--- src/rtl/wishbone_if.sv ---
// Single-master/single-slave Wishbone signal bundle.
// data_in carries master write data, data_out carries slave read data.
interface wishbone_if;
    logic        cycle;
    logic        strobe;
    logic [3:0]  select;
    logic [31:0] address;
    logic        write_enable;
    logic [31:0] data_in;
    logic [31:0] data_out;
    logic        ack;

    modport master (
        output cycle, strobe, select, address, write_enable, data_in,
        input  data_out, ack
    );

    modport slave (
        input  cycle, strobe, select, address, write_enable, data_in,
        output data_out, ack
    );
endinterface

--- src/rtl/wishbone_arbiter.sv ---
// Round-robin arbiter sharing one Wishbone slave between instruction fetch (port 0) and
// load/store (port 1), with a watchdog that force-terminates unacknowledged accesses.
module wishbone_arbiter #(
    parameter int unsigned TIMEOUT_CYCLES = 255
) (
    input  logic        clk,
    input  logic        reset,
    wishbone_if.slave   ifetch_bus,
    wishbone_if.slave   data_bus,
    wishbone_if.master  mem_bus,
    output logic [1:0]  o_grant,
    output logic        o_bus_timeout
);

    localparam int unsigned CntWidth =
        (TIMEOUT_CYCLES > 0) ? $clog2(TIMEOUT_CYCLES + 1) : 1;
    localparam logic [CntWidth-1:0] CntLimit = CntWidth'(TIMEOUT_CYCLES);
    localparam bit WatchdogOn = (TIMEOUT_CYCLES != 0);

    typedef enum logic [1:0] {
        StIdle  = 2'd0,
        StBusy0 = 2'd1,
        StBusy1 = 2'd2
    } state_e;

    state_e              state_q, state_d;
    logic                last_grant_q, last_grant_d;
    logic [CntWidth-1:0] wd_cnt_q, wd_cnt_d;

    logic req0, req1;
    logic busy;
    logic owner_cycle, owner_strobe;
    logic expire;

    assign req0 = ifetch_bus.cycle & ifetch_bus.strobe;
    assign req1 = data_bus.cycle & data_bus.strobe;
    assign busy = (state_q == StBusy0) || (state_q == StBusy1);

    assign owner_cycle  = (state_q == StBusy1) ? data_bus.cycle  : ifetch_bus.cycle;
    assign owner_strobe = (state_q == StBusy1) ? data_bus.strobe : ifetch_bus.strobe;

    // A genuine slave ack in the expiry cycle takes precedence over the watchdog.
    assign expire = WatchdogOn && busy && (wd_cnt_q == CntLimit) && !mem_bus.ack;

    always_ff @(posedge clk) begin
        if (reset) begin
            state_q      <= StIdle;
            last_grant_q <= 1'b1;
            wd_cnt_q     <= '0;
        end else begin
            state_q      <= state_d;
            last_grant_q <= last_grant_d;
            wd_cnt_q     <= wd_cnt_d;
        end
    end

    always_comb begin
        state_d      = state_q;
        last_grant_d = last_grant_q;
        unique case (state_q)
            StIdle: begin
                if (req0 && req1) begin
                    state_d = last_grant_q ? StBusy0 : StBusy1;
                end else if (req0) begin
                    state_d = StBusy0;
                end else if (req1) begin
                    state_d = StBusy1;
                end
            end
            StBusy0: begin
                if (expire || !ifetch_bus.cycle) begin
                    state_d      = StIdle;
                    last_grant_d = 1'b0;
                end
            end
            StBusy1: begin
                if (expire || !data_bus.cycle) begin
                    state_d      = StIdle;
                    last_grant_d = 1'b1;
                end
            end
            default: state_d = StIdle;
        endcase
    end

    // Counter is zero on every entry to a busy state because it is cleared on exit.
    always_comb begin
        wd_cnt_d = wd_cnt_q;
        if (!busy || state_d == StIdle) begin
            wd_cnt_d = '0;
        end else if (mem_bus.ack) begin
            wd_cnt_d = '0;
        end else if (owner_strobe && WatchdogOn) begin
            wd_cnt_d = wd_cnt_q + 1'b1;
        end
    end

    always_comb begin
        o_grant              = 2'b00;
        o_bus_timeout        = 1'b0;
        mem_bus.cycle        = 1'b0;
        mem_bus.strobe       = 1'b0;
        mem_bus.select       = 4'b0000;
        mem_bus.address      = 32'h0;
        mem_bus.write_enable = 1'b0;
        mem_bus.data_in      = 32'h0;
        ifetch_bus.ack       = 1'b0;
        data_bus.ack         = 1'b0;
        ifetch_bus.data_out  = mem_bus.data_out;
        data_bus.data_out    = mem_bus.data_out;
        unique case (state_q)
            StBusy0: begin
                o_grant              = 2'b01;
                o_bus_timeout        = expire;
                mem_bus.cycle        = owner_cycle & ~expire;
                mem_bus.strobe       = owner_strobe & ~expire;
                mem_bus.select       = ifetch_bus.select;
                mem_bus.address      = ifetch_bus.address;
                mem_bus.write_enable = ifetch_bus.write_enable;
                mem_bus.data_in      = ifetch_bus.data_in;
                ifetch_bus.ack       = mem_bus.ack | expire;
                if (expire) begin
                    ifetch_bus.data_out = 32'h0;
                end
            end
            StBusy1: begin
                o_grant              = 2'b10;
                o_bus_timeout        = expire;
                mem_bus.cycle        = owner_cycle & ~expire;
                mem_bus.strobe       = owner_strobe & ~expire;
                mem_bus.select       = data_bus.select;
                mem_bus.address      = data_bus.address;
                mem_bus.write_enable = data_bus.write_enable;
                mem_bus.data_in      = data_bus.data_in;
                data_bus.ack         = mem_bus.ack | expire;
                if (expire) begin
                    data_bus.data_out = 32'h0;
                end
            end
            default: ;
        endcase
    end

endmodule
--- src/flat_wrapper.sv ---
// flat-port wrapper written by rule: the top's interface ports become plain ports
module wishbone_arbiter_flat 
#(
    parameter int unsigned TIMEOUT_CYCLES = 255
)
  (clk, reset, o_grant, o_bus_timeout, ifetch_bus_cycle, ifetch_bus_strobe, ifetch_bus_select, ifetch_bus_address, ifetch_bus_write_enable, ifetch_bus_data_in, ifetch_bus_data_out, ifetch_bus_ack, data_bus_cycle, data_bus_strobe, data_bus_select, data_bus_address, data_bus_write_enable, data_bus_data_in, data_bus_data_out, data_bus_ack, mem_bus_cycle, mem_bus_strobe, mem_bus_select, mem_bus_address, mem_bus_write_enable, mem_bus_data_in, mem_bus_data_out, mem_bus_ack);
  wishbone_if ifetch_bus_i ();
  wishbone_if data_bus_i ();
  wishbone_if mem_bus_i ();
  input  logic clk;
  input  logic reset;
  output logic [1:0] o_grant;
  output logic o_bus_timeout;
  input wire logic [$bits(ifetch_bus_i.cycle)-1:0] ifetch_bus_cycle;
  input wire logic [$bits(ifetch_bus_i.strobe)-1:0] ifetch_bus_strobe;
  input wire logic [$bits(ifetch_bus_i.select)-1:0] ifetch_bus_select;
  input wire logic [$bits(ifetch_bus_i.address)-1:0] ifetch_bus_address;
  input wire logic [$bits(ifetch_bus_i.write_enable)-1:0] ifetch_bus_write_enable;
  input wire logic [$bits(ifetch_bus_i.data_in)-1:0] ifetch_bus_data_in;
  output wire logic [$bits(ifetch_bus_i.data_out)-1:0] ifetch_bus_data_out;
  output wire logic [$bits(ifetch_bus_i.ack)-1:0] ifetch_bus_ack;
  input wire logic [$bits(data_bus_i.cycle)-1:0] data_bus_cycle;
  input wire logic [$bits(data_bus_i.strobe)-1:0] data_bus_strobe;
  input wire logic [$bits(data_bus_i.select)-1:0] data_bus_select;
  input wire logic [$bits(data_bus_i.address)-1:0] data_bus_address;
  input wire logic [$bits(data_bus_i.write_enable)-1:0] data_bus_write_enable;
  input wire logic [$bits(data_bus_i.data_in)-1:0] data_bus_data_in;
  output wire logic [$bits(data_bus_i.data_out)-1:0] data_bus_data_out;
  output wire logic [$bits(data_bus_i.ack)-1:0] data_bus_ack;
  output wire logic [$bits(mem_bus_i.cycle)-1:0] mem_bus_cycle;
  output wire logic [$bits(mem_bus_i.strobe)-1:0] mem_bus_strobe;
  output wire logic [$bits(mem_bus_i.select)-1:0] mem_bus_select;
  output wire logic [$bits(mem_bus_i.address)-1:0] mem_bus_address;
  output wire logic [$bits(mem_bus_i.write_enable)-1:0] mem_bus_write_enable;
  output wire logic [$bits(mem_bus_i.data_in)-1:0] mem_bus_data_in;
  input wire logic [$bits(mem_bus_i.data_out)-1:0] mem_bus_data_out;
  input wire logic [$bits(mem_bus_i.ack)-1:0] mem_bus_ack;
  assign ifetch_bus_i.cycle = ifetch_bus_cycle;
  assign ifetch_bus_i.strobe = ifetch_bus_strobe;
  assign ifetch_bus_i.select = ifetch_bus_select;
  assign ifetch_bus_i.address = ifetch_bus_address;
  assign ifetch_bus_i.write_enable = ifetch_bus_write_enable;
  assign ifetch_bus_i.data_in = ifetch_bus_data_in;
  assign ifetch_bus_data_out = ifetch_bus_i.data_out;
  assign ifetch_bus_ack = ifetch_bus_i.ack;
  assign data_bus_i.cycle = data_bus_cycle;
  assign data_bus_i.strobe = data_bus_strobe;
  assign data_bus_i.select = data_bus_select;
  assign data_bus_i.address = data_bus_address;
  assign data_bus_i.write_enable = data_bus_write_enable;
  assign data_bus_i.data_in = data_bus_data_in;
  assign data_bus_data_out = data_bus_i.data_out;
  assign data_bus_ack = data_bus_i.ack;
  assign mem_bus_cycle = mem_bus_i.cycle;
  assign mem_bus_strobe = mem_bus_i.strobe;
  assign mem_bus_select = mem_bus_i.select;
  assign mem_bus_address = mem_bus_i.address;
  assign mem_bus_write_enable = mem_bus_i.write_enable;
  assign mem_bus_data_in = mem_bus_i.data_in;
  assign mem_bus_i.data_out = mem_bus_data_out;
  assign mem_bus_i.ack = mem_bus_ack;
  wishbone_arbiter #(.TIMEOUT_CYCLES(TIMEOUT_CYCLES)) u_core (.clk(clk), .reset(reset), .ifetch_bus(ifetch_bus_i), .data_bus(data_bus_i), .mem_bus(mem_bus_i), .o_grant(o_grant), .o_bus_timeout(o_bus_timeout));
endmodule
--- config.mk ---
export PLATFORM = sky130hd
export DESIGN_NAME = wishbone_arbiter_flat
export DESIGN_NICKNAME = d
export VERILOG_FILES = /design/src/rtl/wishbone_if.sv /design/src/rtl/wishbone_arbiter.sv /design/src/flat_wrapper.sv
export SDC_FILE = /design/constraint.sdc
export NUM_CORES = 1
export LEC_CHECK = 0
export ABC_AREA = 1
export BUFFER_PORTS_ARGS = -buffer_cell sky130_fd_sc_hd__buf_2
export CAP_MARGIN = 20
export CORE_AREA = 2 2 123 125
export CTS_CLUSTER_DIAMETER = 50
export DETAILED_ROUTE_END_ITERATION = 8
export DIE_AREA = 0 0 125 127
export PLACE_DENSITY = 0.54
export REMOVE_ABC_BUFFERS = 1
export SYNTH_ARGS = -nofsm -noshare
export SYNTH_HDL_FRONTEND = slang
export SYNTH_SLANG_ARGS = --single-unit
--- constraint.sdc ---
create_clock -name clk -period 2.5 [get_ports clk]
set_input_delay 0.5 -clock clk [delete_from_list [all_inputs] [get_ports clk]]
set_output_delay 0.5 -clock clk [all_outputs]
set_load 0.05 [all_outputs]
* Yosys cells after proc, flatten, opt, wreduce, memory -nomap -nowiden *
Index checks and enable logic that the tools add are counted.

storage, ports and cells
  bits in read-only memories = 0
  memories kept = 0
  register bits after elaboration = 11
  output and inout port bits = 140
  word-level logic and storage cells = 57
  memory bits (writable) = 0
  latch bits = 0

operators by class
  multiply operators = 0
  magnitude comparators = 0
  add/sub/neg operators = 1
  reduce and logical (&&, ||, !) cells = 17
  shift-type cells = 0
  equal/unequal tests = 5
  bitwise logic cells = 6
  div/mod/pow operators = 0
  mux-type cells = 25

operator list
  kind                 count
  $pmux 32 s2          2
  $mux 32              3
  $mux 2               6
  $mux 1               9
  $add 8x1->8 const B  1
  $eq 8x8->1 const B   1
  $pmux 4 s2           1
  $pmux 2 s3           1
  $and 1x1->1          4
  $logic_not 1->1      4
  $logic_not 2->1      2
  $logic_or 1x1->1     4
  $ne 2x2->1 const B   2
  $pmux 1 s2           2
  $pmux 2 s2           1
  $logic_and 1x1->1    3
  $reduce_and 3->1     1
  $reduce_or 3->1      1
  $eq 2x1->1 const B   1
  $eq 2x2->1 const B   1
  $reduce_bool 2->1    1
  $reduce_or 2->1      1
  $not 1->1            1
  $or 1x1->1           1

* Depth between registers and ports, before layout *
Gate-level depths: netlist of the first run.

  depth in word-level cells = 10
  gate-level depth with buffers = 12

* Least setup slack after synthesis of the first run *
Ideal clock, no wire load.

  path kind = reg2out
  from = reg u_core.state_q[0]
  to = out mem_bus_cycle
  stages on the path, launching flop included = 8
  setup slack = -589 ps
  data required time = 2000 ps
  data arrival time = 2589 ps
  path buffers = 0
  cell sequence = dfxtp_1 -> inv_1 -> ha_1 -> inv_2 -> nor2_2 -> nand3_4 -> inv_1 -> a211oi_1

on the way
  word-level cells in the longest chain between the ends = 7
  elaborated cells on any way between the ends = 10
  those cells by class = 2 x eq/ne; 2 x mux; 2 x bitwise; 4 x reduce/logical

RTL lines
  item                                      line                                                                     RTL
  start: declaration                        wishbone_arbiter.sv:26                                                   state_e state_q, state_d;
  start signal: assignment                  wishbone_arbiter.sv:47                                                   state_q <= StIdle;
  start signal: assignment                  wishbone_arbiter.sv:51                                                   state_q <= state_d;
  $eq 2x1->1 or $eq 2x2->1 (tied branches)  wishbone_arbiter.sv:37, wishbone_arbiter.sv:111, wishbone_arbiter.sv:39
  $logic_or 1x1->1                          wishbone_arbiter.sv:37                                                   assign busy = (state_q == StBusy0) || (state_q == StBusy1);
  $logic_and 1x1->1 (2 in series)           wishbone_arbiter.sv:43                                                   assign expire = WatchdogOn && busy && (wd_cnt_q == CntLimit) && !mem_bus.ack;
  $not 1->1                                 wishbone_arbiter.sv:115, wishbone_arbiter.sv:129
  $and 1x1->1                               wishbone_arbiter.sv:115, wishbone_arbiter.sv:129
  $mux 1 *                                  --
  end: declaration                          flat_wrapper.sv:30                                                       output wire logic [$bits(mem_bus_i.cycle)-1:0] mem_bus_cycle;

Mark *: on every way between the ends. The rest lies on a longest branch, timed or not.

* Worst setup path after layout of the first run *
  from = reg u_core.state_q[0]
  to = out data_bus_data_out[21]

on the way
  word-level cells in the longest chain between the ends = 6
  elaborated cells on any way between the ends = 7
  those cells by class = 2 x eq/ne; 2 x mux; 3 x reduce/logical

RTL lines
  item                                      line                                             RTL
  $eq 2x1->1 or $eq 2x2->1 (tied branches)  wishbone_arbiter.sv:37, wishbone_arbiter.sv:111
  $logic_or 1x1->1                          wishbone_arbiter.sv:37
  $logic_and 1x1->1 (2 in series)           wishbone_arbiter.sv:43
  $mux 32                                   wishbone_arbiter.sv:136                          if (expire) begin
  $mux 32 *                                 wishbone_arbiter.sv:111                          unique case (state_q)
  end: declaration                          flat_wrapper.sv:28                               output wire logic [$bits(data_bus_i.data_out)-1:0] data_bus_data_out;

Marks and branches as above.

==> results by stage, run 1 <==
Run status:
- The run finished with clean final reports.

Detailed routing:
- The average via count per standard cell is 3.94.
- In the final routed layout, each cell accounts on average for 12.0 µm.
- The violation count after the first detailed-route iteration is between 200 and 250.
- The routed layout has 3654 vias.
- The remaining routing DRC violations is 0.
- The number of detailed-route iterations in the first pass is 4.
- In this run the remaining antenna-violating nets after routing total 0.
- The routed design has between 10000 and 15000 µm of wire.

STA:
- In this run the tightest slew margin relative to its limit is 63.6%.
- Counting I/O delays and the setup requirement, the final critical path takes approximately 2400 ps.
- Setup repair after global routing could not meet its margin everywhere.
- The max-slew violation count is 0.
- The total negative setup slack is 0 ps.
- The count of endpoints failing setup in the final report is 0.
- At the pin with the least slew margin, the transition time is ~550 ps.
- The final critical path takes up 95.2% of the cycle.
- The final clock skew is approximately 1.5 ps.
- The number of hold violations in the final report came to 0.
- Static timing analysis puts the maximum clock frequency at 420 MHz.

Worst hold path:
- In this run the worst hold path is classified as flip-flop to flip-flop.
- The worst hold path was traced through 2 stages.

Layout:
- Compared with the post-synthesis result, the final layout area differs by 87.2%.
- The commonest non-fill, non-tap cell in the layout is sky130_fd_sc_hd__buf_2.
- Once layout is complete, the utilization of the core stands at 28.4%.
- The share of cells above drive strength 1 is 47.4%.
- After the last flow step, the layout net total stands at 928.
- 0 antenna diodes ended up in the layout.
- The filler cell count is between 1500 and 2000.
- The top cell types in the final layout, fill and taps aside, are sky130_fd_sc_hd__buf_2 (314), sky130_fd_sc_hd__nand2_1 (160), sky130_fd_sc_hd__nor2_1 (77), sky130_fd_sc_hd__a21oi_1 (75), sky130_fd_sc_hd__inv_1 (47).

Global route:
- The number of global-route vias before repair was 3293.
- Entering global routing, the biggest net connects 73 pins.
- The overflow left after global routing is 0.
- Global routing consumed, over all layers together, 12.3% of the routing resources.
- The first-pass GRT wire length is around 16000 µm.
- The number of antenna violations at the first check in global routing is 0.

Worst setup path:
- The critical path goes through inv_2 > ha_1 > inv_2 > nor2_4 > nand3_4 > nor2_4 > clkbuf_16 > nor2_1 > buf_2.
- The number of buffer and inverter instances along the worst setup path is 4.
- The worst setup path category is flip-flop to output port.
- The delay contributed by the slowest stage of the critical path is 330 ps.
- The kind of capture point of the worst setup path is an output port.
- The worst setup path is launched from a flip-flop.
- The number of cells on the worst reg-to-reg path is 12.
- The family with the most delay on the worst path is buffers and inverters.
- For the worst setup path, the data arrival time is 1880 ps.
- The slowest cell on the critical path is sky130_fd_sc_hd__dfxtp_1.
- The maximum fanout encountered on the critical timing path is 8.
- For the worst setup path, the data required time is 2000 ps.
- The number of stages on the worst setup path is 9.

Floorplanning:
- The site row count is 44.
- In this run the standard cell core region covers 14400 µm².
- The number of top-level pins is approximately 320.
- The starting density of the core is between 10% and 20%.
- The area enclosed by the die boundary is between 15000 and 20000 µm².
- The floorplan step set the die width to 125 µm.
- The floorplan die height is 127 µm.

Synthesis:
- After synthesis the netlist holds a flip-flop and latch count of 11.
- The count of yosys warnings during synthesis is 0.
- The average instance in the mapped netlist occupies roughly 5.0 µm².
- Of the post-synthesis cell area, the part taken by muxes is 0%.
- The synthesized-area fraction occupied by and/or/nand/nor cells is 49.5%.
- The cell area after synthesis is 2190 µm².
- The share of the Yosys chip area taken by registers is just over 10%.
- The distinct cell type count of the synthesized netlist is 26.
- After synthesis, the largest family of logic cells by area is simple AND/OR/NAND/NOR gates.
- The complex-gate fraction of the synthesized area is between 10% and 20%.
- The number of standard cells after synthesis is between 400 and 500.
- The share of the synthesized netlist area taken by xor and xnor gates is 2.00%.
- The synthesized netlist devotes 4.00% of its cell area to adder and majority cells.

Clock network:
- CTS built an H-tree with a depth of 1.
- The CTS sink count is 11.
- Clock tree synthesis selected as its root buffer the cell sky130_fd_sc_hd__clkbuf_16.
- After clock tree synthesis, the clock-pin slew on the worst setup and hold paths is 40 ps.
- The TritonCTS clock tree is done.
- The hold-fix buffer count after cts is 0.
- The clock passes through at most 2 buffers.
- The number of clock buffers added by TritonCTS is 3.
- The worst-skew pair later-pin latency is 240 ps.

Run:
- Across the run, the number of max-cap violations was 0.

Pwr:
- The power per cell area is 321 nW/µm².
- The static leakage is 2.24 nW.
- The peak ir drop on the vdd network is 0.000223 V.

Placed design:
- Once detailed placement completed, the half-perimeter wirelength came to 8740 µm.
- Input and output buffers added on the ports amount to 316.
- The weighted congestion reported at the end of routability-driven placement is 0.821.
worst paths after layout:
check                           start                    end  slack (ps)
setup / recovery    u_core.state_q[0]  data_bus_data_out[21]         120
hold / removal    u_core.last_grant_q    u_core.last_grant_q         480
setup reg to reg    u_core.state_q[0]     u_core.wd_cnt_q[0]         800
hold reg to reg   u_core.last_grant_q    u_core.last_grant_q         480
report_power, final:
group / total (mW) / switching (mW) / leakage [nW] / internal [mW]
Sequential: 0.182 / 0.00177 / 0.0895 / 0.180
Combinational: 0.837 / 0.597 / 2.11 / 0.240
Clock: 0.295 / 0.0808 / 0.0382 / 0.214
per-layer routing:
metal  vias up  wire (µm)  track usage (%)
li1       1941          -                -
met1      1545       4790             15.9
met2       155       5310             21.0
met3        13        865             2.30
met4         0        153             3.27
met5         -          0                0
synthesized netlist by cell type (all sizes together):
cell type | number | area, µm²
xnor2 | 1 | 8.76
a211oi | 1 | 7.51
buf | 16 | 116
nand3b | 1 | 20.0
nor3 | 2 | 10.0
nand4 | 1 | 6.26
nand3 | 6 | 47.6
clkinv | 1 | 5.00
clkbuf | 13 | 48.8
nor2 | 83 | 352
a21oi | 75 | 375
dfxtp | 11 | 220
xor2 | 4 | 35.0
o21ai | 3 | 15.0
ha | 7 | 87.6
inv | 49 | 184
nand2 | 166 | 648
sequential cells by signal, summed over array words and instances, names as in the netlist:
register and count:
u_core.wd_cnt_q 8, u_core.state_q 2, u_core.last_grant_q 1
per-stage QoR:
step / area, µm² / setup slack (ps) / hold WS, ps / std cells / power (mW)
after floorplan: 2020 / -1350 / 448 / 411 / 0.723
after global placement: 3960 / 222 / 478 / 920 / 1.02
after detailed placement: 3960 / 211 / 474 / 920 / 1.02
after CTS: 4040 / 104 / 479 / 924 / 1.32
after global routing: 4090 / -15.4 / 499 / 927 / 1.39
final: 4090 / 119 / 478 / 927 / 1.31
worst reg2reg max path, cell delays in order, from the launching register on:
cell and delay [ps]:
sky130_fd_sc_hd__dfxtp_1 330, sky130_fd_sc_hd__inv_2 60, sky130_fd_sc_hd__ha_1 310, sky130_fd_sc_hd__inv_2 60
sky130_fd_sc_hd__nor2_4 90, sky130_fd_sc_hd__nand3_4 120, sky130_fd_sc_hd__buf_4 180, sky130_fd_sc_hd__nand3_2 50
sky130_fd_sc_hd__nand2_1 40, sky130_fd_sc_hd__nand2_1 100, sky130_fd_sc_hd__nand2_2 80, sky130_fd_sc_hd__nand2_4 110
sky130_fd_sc_hd__nor2_1 50
kinds of logic (layout without fill, tap and decap cells):
family / after synthesis / count (layout)
buf+inv: 79 / 382
compound gates: 79 / 79
flops: 11 / 11
xor+xnor: 5 / 5
fa+ha+maj: 7 / 7
simple gates: 259 / 259
final cells by class:
class	instances	area, µm²	share of cell area, %
multi-input cells	350	1620	39.6
flip-flops and latches	11	221	5.41
inverters	50	189	4.61
well taps	184	230	5.62
clock buffers	4	78.8	1.93
repair buffers	328	1750	42.8
timing repair:
item | in CTS | in global routing
cloned | 0 | 2
endpoints found under the setup margin | 25 | 51
buffers inserted | 0 | 1
gates resized for setup | 1 | 7
hold endpoints to repair | 0 | 0
Power figures use the tool's default switching activity.
==> run 2: changes to the inputs <==
--- a/config.mk
+++ b/config.mk
@@ -14,6 +14,7 @@
 export DIE_AREA = 0 0 125 127
 export PLACE_DENSITY = 0.54
 export REMOVE_ABC_BUFFERS = 1
+export SETUP_SLACK_MARGIN = 0.3
 export SYNTH_ARGS = -nofsm -noshare
 export SYNTH_HDL_FRONTEND = slang
 export SYNTH_SLANG_ARGS = --single-unit
==> results by stage, run 2 (same netlist as run 1, synthesis figures left out) <==
Pwr:
- The peak ir drop on the vdd network came to 0.000188 V (-16%).
- The static leakage is 2.39 nW (+6.4%).
- The power per cell area is 304 nW/µm² (-5.2%).

Global route:
- The first-pass GRT wire length is 17600 µm (+7.5%).
- The largest net degree at the start of global routing is 73 (unchanged).
- The global router's overall resource usage is 13.2% (+0.96 points).
- The number of global-route vias before repair is 3508 (+6.5%).
- The number of antenna violations at the first check in global routing was 0 (unchanged).
- The overflow left after global routing is 0 (unchanged).

Worst setup path:
- The maximum fanout encountered on the critical timing path was 8 (unchanged).
- The number of stages on the worst setup path is 9 (unchanged).
- The worst flop-to-flop path startpoint is u_core.state_q[0].
- The most critical setup path has its startpoint at u_core.state_q[0].
- The endpoint identified for the worst register-to-register timing path is u_core.wd_cnt_q[0].
- The delay contributed by the slowest stage of the critical path is 320 ps (about the same).
- The cell type with the highest occurrence count on the critical path is sky130_fd_sc_hd__buf_6.
- The capture point of the critical path is ifetch_bus_data_out[5].
- The endpoint arrival time on the critical path is 1790 ps (-90 ps).
- The number of buffer and inverter instances along the worst setup path is 6 (+2).
- The setup path with the least slack is of type flip-flop to output port.
- The slowest stage of the critical path belongs to the cell sky130_fd_sc_hd__dfxtp_2.
- The family with the most delay on the worst path is buffers and inverters.
- The number of cells on the worst reg-to-reg path is 12 (unchanged).
- The worst setup slack for register-to-register paths is 700 ps (-100 ps).
- The worst setup path is launched from a flip-flop.
- The critical path data required time is 2000 ps (about the same).
- Traced cell by cell, the critical path runs through buf_4 > ha_2 > buf_6 > inv_2 > nor2_4 > buf_12 > buf_16 > nor2_1 > buf_6.
- The kind of capture point of the worst setup path is an output port.

Layout:
- The synthesis-to-layout area growth is 117%.
- The footprint of the flip-flops and latches is 228 µm² (+2.8%).
- The filler cell count is 1663 (-3.5%).
- The largest registers in the layout are u_core.wd_cnt_q (8), u_core.state_q (2), u_core.last_grant_q (1).
- The share of cells above drive strength 1 is 51.5% (+4.1 points).
- The library cell used most frequently in the layout, excluding fill and tap cells, is sky130_fd_sc_hd__buf_2.
- Leaving out fill and tap cells, the most frequent cells in the layout are sky130_fd_sc_hd__buf_2 (210), sky130_fd_sc_hd__nand2_1 (159), sky130_fd_sc_hd__buf_4 (96), sky130_fd_sc_hd__a21oi_1 (72), sky130_fd_sc_hd__nor2_1 (65).
- The register with the most flip-flops is u_core.wd_cnt_q.
- The final standard cell area without fillers is 4740 µm² (+16%).
- The total area of multi-input combinational cells is 1730 µm² (+6.6%).
- The antenna diode count was 0 (unchanged).
- The number of nets in the final layout is 940 (+1.3%).
- The final design utilization is 32.9% (+4.5 points).
- The number of flip-flops in the largest register was 8 (unchanged).

Clock network:
- The TritonCTS clock tree is done.
- The CTS sink count is 11 (unchanged).
- The total CTS buffers is 3 (unchanged).
- The number of H-tree levels is 1 (unchanged).
- The number of buffers on the longest clock path came to 2 (unchanged).
- The clock transition at the register clock pins on the worst setup and hold paths after CTS was 40 ps (about the same).
- The clock tree root driver cell is sky130_fd_sc_hd__clkbuf_16.
- The hold-fix buffer count after cts was 0 (unchanged).
- The worst-skew pair later-pin latency is 240 ps (about the same).

STA:
- The share of the clock period used by the worst path is 91.8% (-3.5 points).
- The final clock skew came to 0.566 ps (-0.945 ps).
- The headroom to the max-slew limit was 77.8% (+14 points).
- The slew of the pin with the lowest slew margin is 330 ps (-215 ps).
- Setup repair after global routing could not meet its margin everywhere.
- The number of hold violations in the final report is 0 (unchanged).
- The highest attainable clock frequency is 436 MHz (+3.8%).
- The post-route worst hold slack is 471 ps (-7.17 ps).
- The post-route minimum period came to 2290 ps (-86.4 ps).
- The worst setup margin is 206 ps (+86.4 ps).
- The max-slew violation count is 0 (unchanged).
- The count of endpoints failing setup in the final report is 0 (unchanged).

Detailed routing:
- The total detailed-routing wirelength is 12100 µm (+9.1%).
- The violation count after the first detailed-route iteration was 209 (-6.7%).
- The remaining routing DRC violations is 0 (unchanged).
- The average detailed-routed wire length per instance is 12.9 µm (+7.7%).
- The count of vias placed by the detailed router is 3772 (+3.2%).
- The number of detailed-route iterations in the first pass is 4 (unchanged).
- The residual antenna-violating net count after detailed routing is 0 (unchanged).
- The average via count per standard cell is 4.02 (+1.9%).

Floorplanning:
- The core footprint is 14400 µm² (unchanged).
- The chip width is 125 µm (unchanged).
- The area enclosed by the die boundary is 15900 µm² (unchanged).
- The number of top-level pins is 317 (unchanged).
- The starting density of the core came to 15.2% (unchanged).
- The site row count came to 44 (unchanged).
- The floorplan die height came to 127 µm (unchanged).

Placed design:
- The weighted congestion reported at the end of routability-driven placement was 0.821 (unchanged).
- The placed wire-length estimate is 8740 µm (unchanged).
- The number of buffers added on ports came to 316 (unchanged).
- The cell area after placement is 3960 µm² (unchanged).
- The pre-CTS setup slack came to 211 ps (unchanged).

Run:
- The number of violations of the max-capacitance limit is 0 (unchanged).

Worst hold path:
- The type of the worst min-delay path is input pin to flip-flop.

Run status:
- The flow ran to the end, and the final reports show no timing, DRC or antenna violations.
[run 2: cell count changes in the layout (fill, tap and decap cells not counted), moves of 9 or more]
cell,change
sky130_fd_sc_hd__buf_2,-104
sky130_fd_sc_hd__buf_4,+89
sky130_fd_sc_hd__buf_6,+20
sky130_fd_sc_hd__nor2_1,-12
sky130_fd_sc_hd__nor2_2,+9
[run 2: stage by stage]
| step | power (mW) | setup TNS [ps] | cells |
|---|---|---|---|
| 2_1_floorplan | 0.723 | -108620 | 411 |
| 3_3_place_gp | 1.02 | 0 | 920 |
| 3_5_place_dp | 1.02 | 0 | 920 |
| 5_1_grt | 1.52 | 0 | 939 |
| 4_1_cts | 1.40 | 0 | 935 |
| 6_report | 1.44 | 0 | 939 |
[run 2: final cells by class]
type | count | share of cell area, %
timing repair buffer | 340 | 48.1
multi-input combinational | 350 | 36.4
tap | 184 | 4.85
sequential | 11 | 4.80
inverter | 50 | 4.14
clock buffer | 4 | 1.66
[run 2: worst min-delay path by stage]
stage                        start             endpoint  slack (ps)  depth (start not counted)
2_1_floorplan  u_core.last_grant_q  u_core.last_grant_q         450                          2
3_3_place_gp   u_core.last_grant_q  u_core.last_grant_q         480                          2
3_5_place_dp   u_core.last_grant_q  u_core.last_grant_q         470                          2
4_1_cts                      reset    u_core.state_q[1]         480                          2
5_1_grt                      reset    u_core.state_q[1]         490                          2
6_report                     reset    u_core.state_q[1]         470                          2
[run 2: layer usage]
layer  wire, µm  GRT usage, %  up-vias
met4        162          3.27        0
met5          0             0        -
li1           -             -     1967
met2       5980          23.0      154
met1       5160          16.8     1638
met3        830          2.76       13
[run 2: power by group]
part	total (mW)	internal, mW	leakage (nW)	switching, mW
combinational	0.965	0.331	2.26	0.634
clock	0.297	0.214	0.0382	0.0821
sequential	0.182	0.179	0.0911	0.00248
total	1.44	0.725	2.39	0.719
[run 2: repair_timing]
| item | in CTS | in global routing |
|---|---|---|
| gates resized for setup | 146 | 39 |
| setup endpoints to repair | 137 | 138 |
| cloned | 2 | 2 |
| setup buffers | 9 | 2 |
| pin swaps | 1 | 6 |
==> run 3: changes to the inputs <==
--- a/config.mk
+++ b/config.mk
@@ -8,11 +8,11 @@
 export ABC_AREA = 1
 export BUFFER_PORTS_ARGS = -buffer_cell sky130_fd_sc_hd__buf_2
 export CAP_MARGIN = 20
-export CORE_AREA = 2 2 123 125
+export CORE_AREA = 8 8 116 118
 export CTS_CLUSTER_DIAMETER = 50
 export DETAILED_ROUTE_END_ITERATION = 8
-export DIE_AREA = 0 0 125 127
-export PLACE_DENSITY = 0.54
+export DIE_AREA = 0 0 124 126
+export PLACE_DENSITY = 0.63
 export REMOVE_ABC_BUFFERS = 1
 export SETUP_SLACK_MARGIN = 0.3
 export SYNTH_ARGS = -nofsm -noshare
==> results by stage, run 3 (same netlist as run 1, synthesis figures left out) <==
Clock network:
- The worst-skew pair later-pin latency is 240 ps (about the same).
- The tree is rooted in a sky130_fd_sc_hd__clkbuf_16.
- The total CTS buffers came to 3 (unchanged).
- The clock transition at the register clock pins on the worst setup and hold paths after CTS is 40 ps (about the same).
- The CTS sink count is 11 (unchanged).
- The TritonCTS clock tree is done.
- The number of buffers on the longest clock path came to 2 (unchanged).
- The number of H-tree levels is 1 (unchanged).
- The hold-fix buffer count after cts is 0 (unchanged).

Worst setup path:
- The number of buffer and inverter instances along the worst setup path is 5 (-1).
- The number of cells on the worst reg-to-reg path is 12 (unchanged).
- The critical path data required time is 2000 ps (about the same).
- Traced cell by cell, the critical path runs through clkinvlp_4 > ha_4 > inv_4 > nor2_4 > nand3_4 > nor2_4 > buf_6 > clkbuf_16 > nor2_2 > buf_6.
- The slowest cell on the critical path is sky130_fd_sc_hd__dfxtp_4.
- The critical path launch point type is a flip-flop.
- The number of stages on the worst setup path is 10 (+1).
- The critical path is of the flip-flop to output port type.
- The maximum fanout encountered on the critical timing path is 8 (unchanged).
- The reg-to-reg endpoint is u_core.wd_cnt_q[2].
- The delay contributed by the slowest stage of the critical path is 350 ps (+30 ps).
- In this run the critical register-to-register path is launched from u_core.state_q[0].
- The family with the most delay on the worst path is buffers and inverters.
- The endpoint arrival time on the critical path is 1870 ps (+80 ps).
- The worst setup slack for register-to-register paths is 770 ps (+70 ps).
- The kind of capture point of the worst setup path is an output port.

Layout:
- The filler cell count is 1209 (-27%).
- In the layout the commonest cells are sky130_fd_sc_hd__buf_2 (211), sky130_fd_sc_hd__nand2_1 (158), sky130_fd_sc_hd__buf_6 (82), sky130_fd_sc_hd__nor2_1 (66), sky130_fd_sc_hd__inv_1 (45).
- Ranked by flip-flop count, first place goes to u_core.wd_cnt_q.
- The number of flip-flops in the largest register is 8 (unchanged).
- In the final layout, the registers with the most flip-flops are u_core.wd_cnt_q (8), u_core.state_q (2), u_core.last_grant_q (1).
- The library cell used most frequently in the layout, excluding fill and tap cells, is sky130_fd_sc_hd__buf_2.
- The number of nets in the final layout is 944 (+0.43%).
- The antenna diode count is 0 (unchanged).
- The final standard cell area without fillers is 5220 µm² (+10%).
- The share of cells above drive strength 1 is 56.9% (+5.4 points).
- The synthesis-to-layout area growth is 139%.

Detailed routing:
- The total detailed-routing wirelength came to 16000 µm (+32%).
- The remaining routing DRC violations came to 0 (unchanged).
- The count of vias placed by the detailed router was 4015 (+6.4%).
- The violation count after the first detailed-route iteration is 251 (+20%).
- The number of detailed-route iterations in the first pass is 4 (unchanged).
- The average detailed-routed wire length per instance was 17.7 µm (+37%).
- The residual antenna-violating net count after detailed routing is 0 (unchanged).
- The average via count per standard cell is 4.43 (+10%).

Floorplanning:
- The site row count is 40 (-9.1%).
- The floorplan die height came to 126 µm (-0.79%).
- The starting density of the core is 18.7% (+3.5 points).
- The core footprint is 11700 µm² (-19%).
- The number of top-level pins was 317 (unchanged).
- The area enclosed by the die boundary is 15600 µm² (-1.6%).
- The chip width is 124 µm (-0.80%).

STA:
- The highest attainable clock frequency is 422 MHz (-3.1%).
- The max-slew violation count is 0 (unchanged).
- The post-route minimum period is 2370 ps (+73.9 ps).
- The headroom to the max-slew limit came to 69.6% (-8.2 points).
- The count of endpoints failing setup in the final report is 0 (unchanged).
- The share of the clock period used by the worst path is 94.7% (+3.0 points).
- The number of hold violations in the final report is 0 (unchanged).
- The total negative setup slack is 0 ps (unchanged).
- The final clock skew came to 1.12 ps (+0.553 ps).
- Setup repair after global routing could not meet its margin everywhere.
- The slew of the pin with the lowest slew margin came to 456 ps (+126 ps).

Placed design:
- The cell area after placement was 3900 µm² (-1.4%).
- The placed wire-length estimate is 10700 µm (+22%).
- The weighted congestion reported at the end of routability-driven placement came to 0.854 (+4.0%).
- The number of buffers added on ports is 316 (unchanged).

Global route:
- The largest net degree at the start of global routing is 73 (unchanged).
- The number of antenna violations at the first check in global routing is 0 (unchanged).
- The overflow left after global routing is 0 (unchanged).
- The first-pass GRT wire length is 19800 µm (+13%).
- The global router's overall resource usage came to 15.7% (+2.5 points).
- The number of global-route vias before repair is 3446 (-1.8%).

Pwr:
- The power per cell area is 299 nW/µm² (-1.8%).
- The static leakage is 2.50 nW (+4.6%).
- The post-route total power was 1.56 mW (+8.1%).
- The peak ir drop on the vdd network came to 0.000232 V (+24%).

Worst hold path:
- The tightest min-delay check is of the input pin to flip-flop type.
- The end of the worst hold path is u_core.state_q[0].
- The number of stages on the worst hold path is 2 (unchanged).
- The launch instance of the worst min-delay path is reset.

Run status:
- The run finished with clean final reports.

Run:
- The number of violations of the max-capacitance limit is 0 (unchanged).
run 3: changes by cell type in the layout (fill, tap and decap cells not counted), sizes merged:
cell | previous run | this run
clkbuf | 6 | 12
buf | 338 | 336
clkinv | 1 | 0
clkinvlp | 0 | 1
run 3: layout make-up:
class	count	area [µm²]	share of cell area [%]
Tap cell	147	184	3.52
Clock buffer	4	78.8	1.51
Multi-Input combinational cell	350	1900	36.3
Timing Repair Buffer	344	2640	50.4
Sequential cell	11	229	4.38
Inverter	50	201	3.86
run 3: what timing repair did:
action	4_1_cts	5_1_grt
resized for setup	153	123
buffers inserted	7	3
cloned	2	10
endpoints found under the setup margin	137	137
pin swaps	3	4
run 3: worst max path at each step:
stage	start	to	slack, ps
after floorplan	u_core.state_q[0]	mem_bus_strobe	-1350
after global placement	u_core.state_q[0]	mem_bus_cycle	120
after detailed placement	u_core.state_q[0]	mem_bus_cycle	70
after CTS	u_core.state_q[0]	ifetch_bus_data_out[20]	160
after global routing	u_core.state_q[0]	ifetch_bus_data_out[5]	70
final	u_core.state_q[0]	ifetch_bus_data_out[5]	130
run 3: routing by layer:
layer	vias to the layer above	part of all wire, %	global-route usage, %
met5	-	0	0
met4	0	2.4	3.50
met3	39	9.2	2.77
met2	196	54	30.5
met1	1801	34	16.9
li1	1979	-	-
run 3: metrics by stage:
stage                     setup WS (ps)  instances  hold WS (ps)  utilization (%)
final                               132        906           472             44.6
after global routing               73.9        906           481             44.6
after CTS                           157        893           469             38.7
after detailed placement           70.1        880           508             33.3
after global placement              122        880           473             33.3
after floorplan                   -1350        411           448                -
run 3: power by group:
| group | total (mW) | switching [mW] | internal (mW) | leakage [nW] |
|---|---|---|---|---|
| registers | 0.183 | 0.00306 | 0.179 | 0.0909 |
| logic | 1.08 | 0.699 | 0.385 | 2.37 |
| clock network | 0.295 | 0.0806 | 0.214 | 0.0382 |
| total | 1.56 | 0.782 | 0.779 | 2.50 |
